$ cat src/rtl/logic_unit_sliced.sv
// rtl/logic_unit_sliced.sv - multi-cycle bitwise logic unit, SLICE bits per clock
// Operands and op are captured on start; result/zero update only on completion.
module logic_unit_sliced #(
  parameter int WIDTH = 32,
  parameter int SLICE = 8
) (
  input  logic             clk,
  input  logic             reset,
  input  logic             start,
  input  logic [2:0]       op,
  input  logic [WIDTH-1:0] inpA,
  input  logic [WIDTH-1:0] inpB,
  output logic             busy,
  output logic             done,
  output logic [WIDTH-1:0] result,
  output logic             zero
);

  localparam int N  = WIDTH / SLICE;
  localparam int IW = (N > 1) ? $clog2(N) : 1;

  typedef enum logic [1:0] {
    IDLE = 2'd0,
    BUSY = 2'd1,
    DONE = 2'd2
  } state_t;

  state_t state, state_next;

  logic [IW-1:0]    idx;
  logic [2:0]       op_q;
  logic [WIDTH-1:0] a_q, b_q, acc, acc_next;
  logic [SLICE-1:0] a_s, b_s, s_val;
  logic             last;

  function automatic logic [SLICE-1:0] slice_op(input logic [2:0] o,
                                                 input logic [SLICE-1:0] a,
                                                 input logic [SLICE-1:0] b);
    case (o)
      3'b000:  return a & b;
      3'b001:  return a | b;
      3'b010:  return a ^ b;
      3'b011:  return ~(a | b);
      3'b100:  return a & ~b;
      3'b101:  return a | ~b;
      3'b110:  return a;
      default: return b;
    endcase
  endfunction

  always_comb begin
    a_s      = a_q[int'(idx)*SLICE +: SLICE];
    b_s      = b_q[int'(idx)*SLICE +: SLICE];
    s_val    = slice_op(op_q, a_s, b_s);
    last     = (idx == IW'(N - 1));
    // Final slice is forwarded so the result can load on the BUSY->DONE edge.
    acc_next = acc;
    acc_next[int'(idx)*SLICE +: SLICE] = s_val;
  end

  always_comb begin
    state_next = state;
    case (state)
      IDLE:    if (start) state_next = BUSY;
      BUSY:    if (last)  state_next = DONE;
      DONE:    state_next = IDLE;
      default: state_next = IDLE;
    endcase
  end

  always_ff @(posedge clk) begin
    if (reset) begin
      state  <= IDLE;
      busy   <= 1'b0;
      done   <= 1'b0;
      idx    <= '0;
      acc    <= '0;
      a_q    <= '0;
      b_q    <= '0;
      op_q   <= '0;
      result <= '0;
      zero   <= 1'b1;
    end else begin
      state <= state_next;
      busy  <= (state_next == BUSY);
      done  <= (state_next == DONE);
      case (state)
        IDLE: begin
          if (start) begin
            a_q  <= inpA;
            b_q  <= inpB;
            op_q <= op;
            idx  <= '0;
            acc  <= '0;
          end
        end
        BUSY: begin
          acc <= acc_next;
          if (last) begin
            result <= acc_next;
            zero   <= (acc_next == '0);
          end else begin
            idx <= idx + IW'(1);
          end
        end
        default: ;
      endcase
    end
  end

endmodule
$ cat config.mk
export PLATFORM = sky130hd
export DESIGN_NAME = logic_unit_sliced
export DESIGN_NICKNAME = d
export VERILOG_FILES = /design/src/rtl/logic_unit_sliced.sv
export SDC_FILE = /design/constraint.sdc
export NUM_CORES = 1
export LEC_CHECK = 0
export BUFFER_PORTS_ARGS = -buffer_cell sky130_fd_sc_hd__buf_2
export CAP_MARGIN = 20
export CORE_UTILIZATION = 40
export DETAILED_ROUTE_END_ITERATION = 16
export PLACE_DENSITY_LB_ADDON = 0.15
export SLEW_MARGIN = 10
export SYNTH_ARGS = -nofsm -noshare
export SYNTH_HDL_FRONTEND = slang
export SYNTH_SLANG_ARGS = --single-unit
$ cat constraint.sdc
create_clock -name clk -period 3.65 [get_ports clk]
set_clock_uncertainty 0.05 [all_clocks]
set_input_delay 1.095 -clock clk [delete_from_list [all_inputs] [get_ports clk]]
set_output_delay 1.095 -clock clk [all_outputs]
set_load 0.03 [all_outputs]
# [Word-level counts from Yosys, hierarchy flattened]
# Index checks and enable logic that the tools add are counted.
[classes] add_sub_neg=2 n_eq_ne=12 shift=4 mux=10 bitwise=7 reduce_logical=8
[op_table] operator="case mux 32 bit (2 select lines)" n=1
[op_table] operator="variable part select 32 x 6 -> 8 bit" n=2
[op_table] operator="case mux 8 bit (7 select lines)" n=1
[op_table] operator="negation 5 -> 33 bit" n=1
[op_table] operator="variable shift 8 x 33 -> 32 bit (first input constant)" n=1
[op_table] operator="variable part select 8 x 33 -> 32 bit" n=1
[op_table] operator="bitwise mux 32 bit" n=1
[op_table] operator="zero test 32 bit" n=1
[op_table] operator="two-way mux 32 bit" n=1
[op_table] operator="bitwise AND 8 bit" n=2
[op_table] operator="inverter 8 bit" n=2
[op_table] operator="OR 8 bit" n=2
[op_table] operator="== test 3 bit (second input constant)" n=3
[op_table] operator="two-way mux 2 bit" n=4
[op_table] operator="case mux 2 bit (2 select lines)" n=2
[op_table] operator="bitwise XOR 8 bit" n=1
[op_table] operator="== test 3 x 2 -> 1 bit (second input constant)" n=2
[op_table] operator="AND reduction 2 bit" n=3
[op_table] operator="== test 2 x 1 -> 1 bit (second input constant)" n=2
[op_table] operator="== test 2 bit (second input constant)" n=2
[op_table] operator="inequality test 2 bit (second input constant)" n=2
[op_table] operator="== test 3 x 1 -> 1 bit (second input constant)" n=1
[op_table] operator="zero test 3 bit" n=1
[op_table] operator="AND reduction 3 bit" n=1
[op_table] operator="3 further kinds" n=3
[totals] ff_bits=138 in_bits=70 elab_cells=53

# [Logic depth before layout (Yosys ltp)]
# Gate-level depths: netlist of run 1.
[depth] ltp_word=7 ltp_mapped=13 ltp_nobuf=11

# [Least setup slack after synthesis of run 1]
# Ideal clock, no wire load.
[synth_timing] path_type="reg-to-reg" startpoint="reg idx[0]" endpoint="reg zero" setup_ns=0.084 arrival_ns=2.731 setup_slack_ns=0.785 path_stages_with_launch=14 path_buffers=2 period_less_slack_ns=2.865 cell_sequence="dfxtp_1 > buf_6 > buf_6 > mux4_2 > clkinv_1 > ha_1 > nor2b_1 > a2bb2oi_1 > a32oi_1 > o22ai_1 > o2bb2ai_1 > nor4_1 > nand3_1 > o31ai_2"
[synth_via] elab_chain_cells=7 elab_cells_between_ends=17
[synth_lines] item="start, declared" line_no="30" source="logic [IW-1:0] idx;"
[synth_lines] item="start signal, assigned" line_no="103" source="idx <= idx + IW'(1);"
[synth_lines] item="variable part select 32 x 6 -> 8 bit, on equally long branches" line_no="53, 52"
[synth_lines] item="inverter 8 bit or OR 8 bit (tied branches)"
[synth_lines] item="OR 8 bit (tied with other cells)" line_no="45" source="3'b101: return a | ~b;"
[synth_lines] item="case mux 8 bit (7 select lines)" line_no="39" source="case (o)"
[synth_lines] item="variable part select 8 x 33 -> 32 bit" line_no="58" source="acc_next[int'(idx)*SLICE +: SLICE] = s_val;"
[synth_lines] item="bitwise mux 32 bit" line_no="58"
[synth_lines] item="zero test 32 bit" line_no="101" source="zero <= (acc_next == '0);"
[synth_lines] item="end signal, assigned" line_no="101"
[synth_lines] item="end, declared" line_no="16" source="output logic zero"
# Several ways; a longest one is shown, not always the timed one.
# A chain may end at the register's enable or synchronous reset.

# [Worst setup path after layout of run 1]
[layout_timing] startpoint="reg idx[1]" endpoint="reg zero"
# The elaborated chain is that of the path after synthesis.

==> results_dict.tcl, run 1 <==
set metrics [dict create \
    synth_ff_type "dfxtp_1" \
    nets 958 \
    p_switching_uw 929 \
    cp.arrival_ns 3.62 \
    synth_edf_count 0 \
    rsz0062_at_grt "false" \
    grtUsageMet1 0.315 \
    crit_fanout 7 \
    crit_family "compound AO/OA/AOI/OAI gates" \
    finalSetupTns_ns 0 \
    via_per_inst 5.38 \
    fmax_mhz 301 \
    cts_resized 0 \
    antenna_found_initial 0 \
    grt_max_degree 69 \
    critical_path.max_stage_delay_ns 0.61 \
    finalSetupViolCount 0 \
    async_reset_ff_frac 0 \
    syn_to_final_growth_pct 20.2 \
    grt_pass1_vias 5729 \
    core_um2 15900 \
    synth_top_area_cell "dfxtp_1" \
    syn-cell-area_um2 6500 \
    synth.area.top_cells "dfxtp_1 (42%), nand2_1 (8.4%), a21oi_1 (6.2%)" \
    fp.dieArea_um2 16800 \
    dr_total_vias 5885 \
    fp-row-count 46 \
    wl_per_cell_um 16.2 \
    critical_path_required_ns 3.95 \
    track_usage 0.225 \
    start_util 0.409 \
    syn_nets 876 \
    internal_power_mw 2.75 \
    n_antenna_cell 0 \
    synth_warnings 0 \
    boundaryPins 105 \
    synth.top_cell.area_share 0.425 \
    cp_cell_sequence "mux4_2, inv_1, ha_1, a22oi_1, a32oi_1, o22ai_2, o2bb2ai_1, nor4_2, nand4_1, o31ai_2" \
    drtIter0Drc 505 \
    timing.final.crit_share 0.910 \
    ant_nets 0 \
    final_max_slew_viol_count 0 \
    setup.worst_path.end_class "flip-flop" \
    avgSynthCellArea_um2 8.29 \
    cts_tree "done" \
    outcome "finished clean" \
    drive_gt1_frac 0.203 \
    met3_usage 0.0471 \
    clock_path_buffers 2 \
    port_buffers 104 \
    hold_viol 0 \
    drc 0 \
    leakage_nw 3.12 \
    busiest_layer "met2" \
    ys_seq_area_frac 0.425 \
    grt_pass1_wl_mm 29.2 \
    ys_ff_latch 138 \
    h-tree-depth 4 \
    utilization 0.492 \
    cts_setup_buffers 0 \
    clk_latency_ns 0.43 \
    cp_num_buf_inv 1 \
    slowest_stage "mux4_2" \
    cts.clk_slew.worst_paths_ns 0.06 \
    dr.pass1.iters 7 \
    wl_mm 17.7 \
    cts_hold_buf 0 \
    dp_hpwl_mm 12.7 \
    root_buffer "clkbuf_16" \
    clkPwrFrac 0.458 \
    cts_buffers 17 \
    worst_pin_slew_ns 0.804 \
    slew_headroom 0.464 \
    vdd_drop_max_uv 345 \
    combPwrFrac 0.109 \
    seq_power_share 0.433 \
    routabilityCongestion 0.885 \
    cts_sinks 138 \
    overflow 0 \
    synth_cell_types 49 \
    chipHeight_um 130 \
    startpoint_type "flip-flop" \
    syn_inst 784 \
    crit_type "reg -> reg" \
    period_minus_slack_ns 3.32 \
    fill_cells 1541 \
    die_w_um 130 \
    p_per_area_nw_per_um2 470 \
    met2_usage 0.343 \
    p_sw_frac 0.253 \
    hold_path.class "reg -> reg" \
    maxCapViolations 0 \
]
-- metal layers --
| layer | wire length (um) | vias to the layer above |
|---|---|---|
| met5 | 0 | - |
| met4 | 282 | 0 |
| met3 | 1020 | 25 |
| met2 | 7820 | 167 |
| met1 | 8590 | 2787 |
| li1 | - | 2906 |
-- cell type report --
type                       count  area, um2  share of cell area
clock buffer                  20        457              0.0584
clock inverter                11        123              0.0157
sequential                   138       2760               0.353
multi-input combinational    559       3390               0.434
inverter                      29        109              0.0139
timing repair buffer         121        703              0.0899
tap                          216        270              0.0346
-- synth_stat cells (all sizes together), types with 6 or more instances --
cell and count:
buf 11, mux4 16, nor4 6, o22ai 10, nor3 36, nand2 146
clkbuf 47, nor2b 12, a21oi 81, dfxtp 138, a2bb2oi 7, and2 11
a22oi 41, ha 22, a32oi 7, nor2 106, o2bb2ai 21, inv 24
-- path summary, 6_finish.rpt --
kind	start	end	slack, ns	cells past startpoint
hold / removal	a_q[11]	a_q[11]	0.40	2
hold reg to reg	a_q[11]	a_q[11]	0.40	2
setup / recovery	idx[1]	zero	0.33	10
setup reg to reg	idx[1]	zero	0.33	10
-- power by group through the flow --
stage                     sequential [mW]  clock, mW  combinational (mW)
after floorplan                      1.61          0               0.278
after global routing                 1.60       1.78               0.448
after detailed placement             1.62          0               0.399
after global placement               1.62          0               0.380
after CTS                            1.59       1.71               0.400
final                                1.59       1.69               0.401
-- cell usage in the layout (no fill, tap or decap), types with 15 or more instances in the layout --
master	count
a22oi_1	41
buf_2	103
nor2_1	106
ha_1	22
o2bb2ai_1	20
nand2_1	146
buf_4	15
dfxtp_1	138
a21oi_1	80
clkbuf_16	17
nor3_1	36
inv_1	24
-- tightest hold or removal path, delay by kind of cell, from the launching register on --
| kind | cells | cell delay (ns) |
|---|---|---|
| and+or+nand+nor | 1 | 0.05 |
| DFF | 1 | 0.30 |
| AOI/OAI and AO/OA | 1 | 0.05 |
-- flip-flops by register name (all words and copies together) (netlist names) --
register and cells:
idx 2, op_q 3, done 1, busy 1, acc 32, a_q 32
b_q 32, result 32, state 2, zero 1
-- through the flow --
step / instances / setup WS (ns) / hold WS (ns) / power (mW) / area (um2)
3_3_place_gp: 1061 / 0.445 / 0.393 / 2.00 / 7180
6_report: 1094 / 0.329 / 0.401 / 3.68 / 7820
4_1_cts: 1093 / 0.322 / 0.402 / 3.70 / 7790
3_5_place_dp: 1062 / 0.345 / 0.394 / 2.02 / 7210
5_1_grt: 1094 / 0.0730 / 0.420 / 3.82 / 7820
2_1_floorplan: 784 / 0.785 / 0.382 / 1.89 / 6500
-- cell families (layout without fill, tap and decap cells) --
kind of cell	count (synthesis)	after routing	share of synthesized area
buffers and inverters	87	181	0.0546
AOI/OAI and AO/OA	190	190	0.203
adders and majority gates	22	22	0.0423
and+or+nand+nor	330	330	0.216
muxes	17	17	0.0589
DFF	138	138	0.425
(Power assumes the default switching activity.)
==> run 2: changes to the inputs <==
- clock period: 3.65 -> 4.3 ns (I/O delays scaled with it)
==> results_dict.tcl, run 2 (same netlist as run 1, synthesis figures left out) <==
set metrics [dict create \
    dr_total_vias 5892 \
    vdd_drop_max_uv 262 \
    fp.dieArea_um2 16800 \
    drc 0 \
    finalSetupTns_ns 0 \
    nets 951 \
    worst_pin_slew_ns 0.790 \
    crit_fanout 19 \
    n_antenna_cell 0 \
    timing.final.crit_share 0.832 \
    slew_headroom 0.473 \
    hold_viol 0 \
    grt_pass1_vias 5478 \
    root_buffer "clkbuf_16" \
    outcome "finished clean" \
    start_util 0.409 \
    seq_power_share 0.432 \
    fp-row-count 46 \
    finalSetupViolCount 0 \
    final_common_cell "nand2_1" \
    cp.arrival_ns 3.87 \
    cts_resized 0 \
    cts_hold_buf 0 \
    p_per_area_nw_per_um2 404 \
    wl_per_cell_um 16.2 \
    syn_to_final_growth_pct 19.0 \
    internal_power_mw 2.33 \
    rsz0062_at_grt "false" \
    maxCapViolations 0 \
    h-tree-depth 4 \
    p_sw_frac 0.254 \
    grt_pass1_wl_mm 28.3 \
    grt_max_degree 75 \
    p_switching_uw 795 \
    period_minus_slack_ns 3.58 \
    chipHeight_um 130 \
    fmax_mhz 280 \
    fin_ws_ns 0.723 \
    clkPwrFrac 0.464 \
    setup.worst_path.end_class "flip-flop" \
    utilization 0.487 \
    critical_path_required_ns 4.59 \
    ant_nets 0 \
    crit_type "reg -> reg" \
    die_w_um 130 \
    startpoint_type "flip-flop" \
    dr.pass1.iters 5 \
    dp_hpwl_mm 12.3 \
    antenna_found_initial 0 \
    boundaryPins 105 \
    leakage_nw 3.08 \
    drive_gt1_frac 0.198 \
    core_um2 15900 \
    wl_mm 17.6 \
    dp_worst_setup_slack_ns 0.746 \
    hold_path.class "reg -> reg" \
    cts.clk_slew.worst_paths_ns 0.06 \
    fill_cells 1584 \
    clock_path_buffers 2 \
    track_usage 0.219 \
    clk_latency_ns 0.42 \
    combPwrFrac 0.104 \
    drtIter0Drc 460 \
    routabilityCongestion 0.817 \
    cts_buffers 17 \
    holdWs_ns 0.402 \
    overflow 0 \
    final_max_slew_viol_count 0 \
    final_cell_mix "nand2_1 (146), dfxtp_1 (138), nor2_1 (106), buf_2 (103), a21oi_1 (80)" \
    port_buffers 104 \
    cts_setup_buffers 0 \
    cts_tree "done" \
    cts_sinks 138 \
    via_per_inst 5.42 \
]
[run 2: worst max-delay path, cell delays in order, from the launching register on]
cell and delay (ns):
dfxtp_1 0.40, buf_4 0.34, mux4_1 0.62, inv_1 0.14, ha_1 0.25, a22oi_1 0.25, a32oi_1 0.16, o22a_1 0.27
a22oi_1 0.43, nor4b_1 0.29, nand2_1 0.12, o31ai_2 0.17
[run 2: power groups by stage]
stage	combinational [mW]	clock, mW	sequential [mW]
global placement	0.313	0	1.38
floorplan	0.236	0	1.36
global route	0.361	1.54	1.36
finish	0.325	1.45	1.35
CTS	0.324	1.48	1.35
detailed placement	0.323	0	1.38
[run 2: routing by layer]
layer | wire [um] | vias up | GRT usage
met2 | 7900 | 181 | 0.322
met3 | 961 | 13 | 0.0520
met4 | 201 | 0 | 0.0705
met1 | 8570 | 2812 | 0.314
li1 | - | 2886 | -
met5 | 0 | - | 0
[run 2: final cells by class]
class / count / area (um2) / area share
Timing Repair Buffer: 114 / 606 / 0.0783
Tap cell: 216 / 270 / 0.0349
Clock buffer: 19 / 453 / 0.0586
Inverter: 29 / 109 / 0.0141
Sequential cell: 138 / 2760 / 0.357
Multi-Input combinational cell: 559 / 3390 / 0.439
Clock inverter: 13 / 141 / 0.0183
[run 2: final timing paths]
| kind | startpoint | end | slack, ns | cells after the start |
|---|---|---|---|---|
| max | idx[0] | zero | 0.72 | 11 |
| min | b_q[29] | b_q[29] | 0.40 | 2 |
| min reg2reg | b_q[29] | b_q[29] | 0.40 | 2 |
| max reg2reg | idx[0] | zero | 0.72 | 11 |
[run 2: per-stage QoR]
step | total power, mW | std cells | cell area [um2]
finish | 3.13 | 1088 | 7730
global route | 3.26 | 1088 | 7730
CTS | 3.16 | 1087 | 7720
detailed placement | 1.70 | 1055 | 7130
global placement | 1.69 | 1055 | 7130
floorplan | 1.60 | 784 | 6500
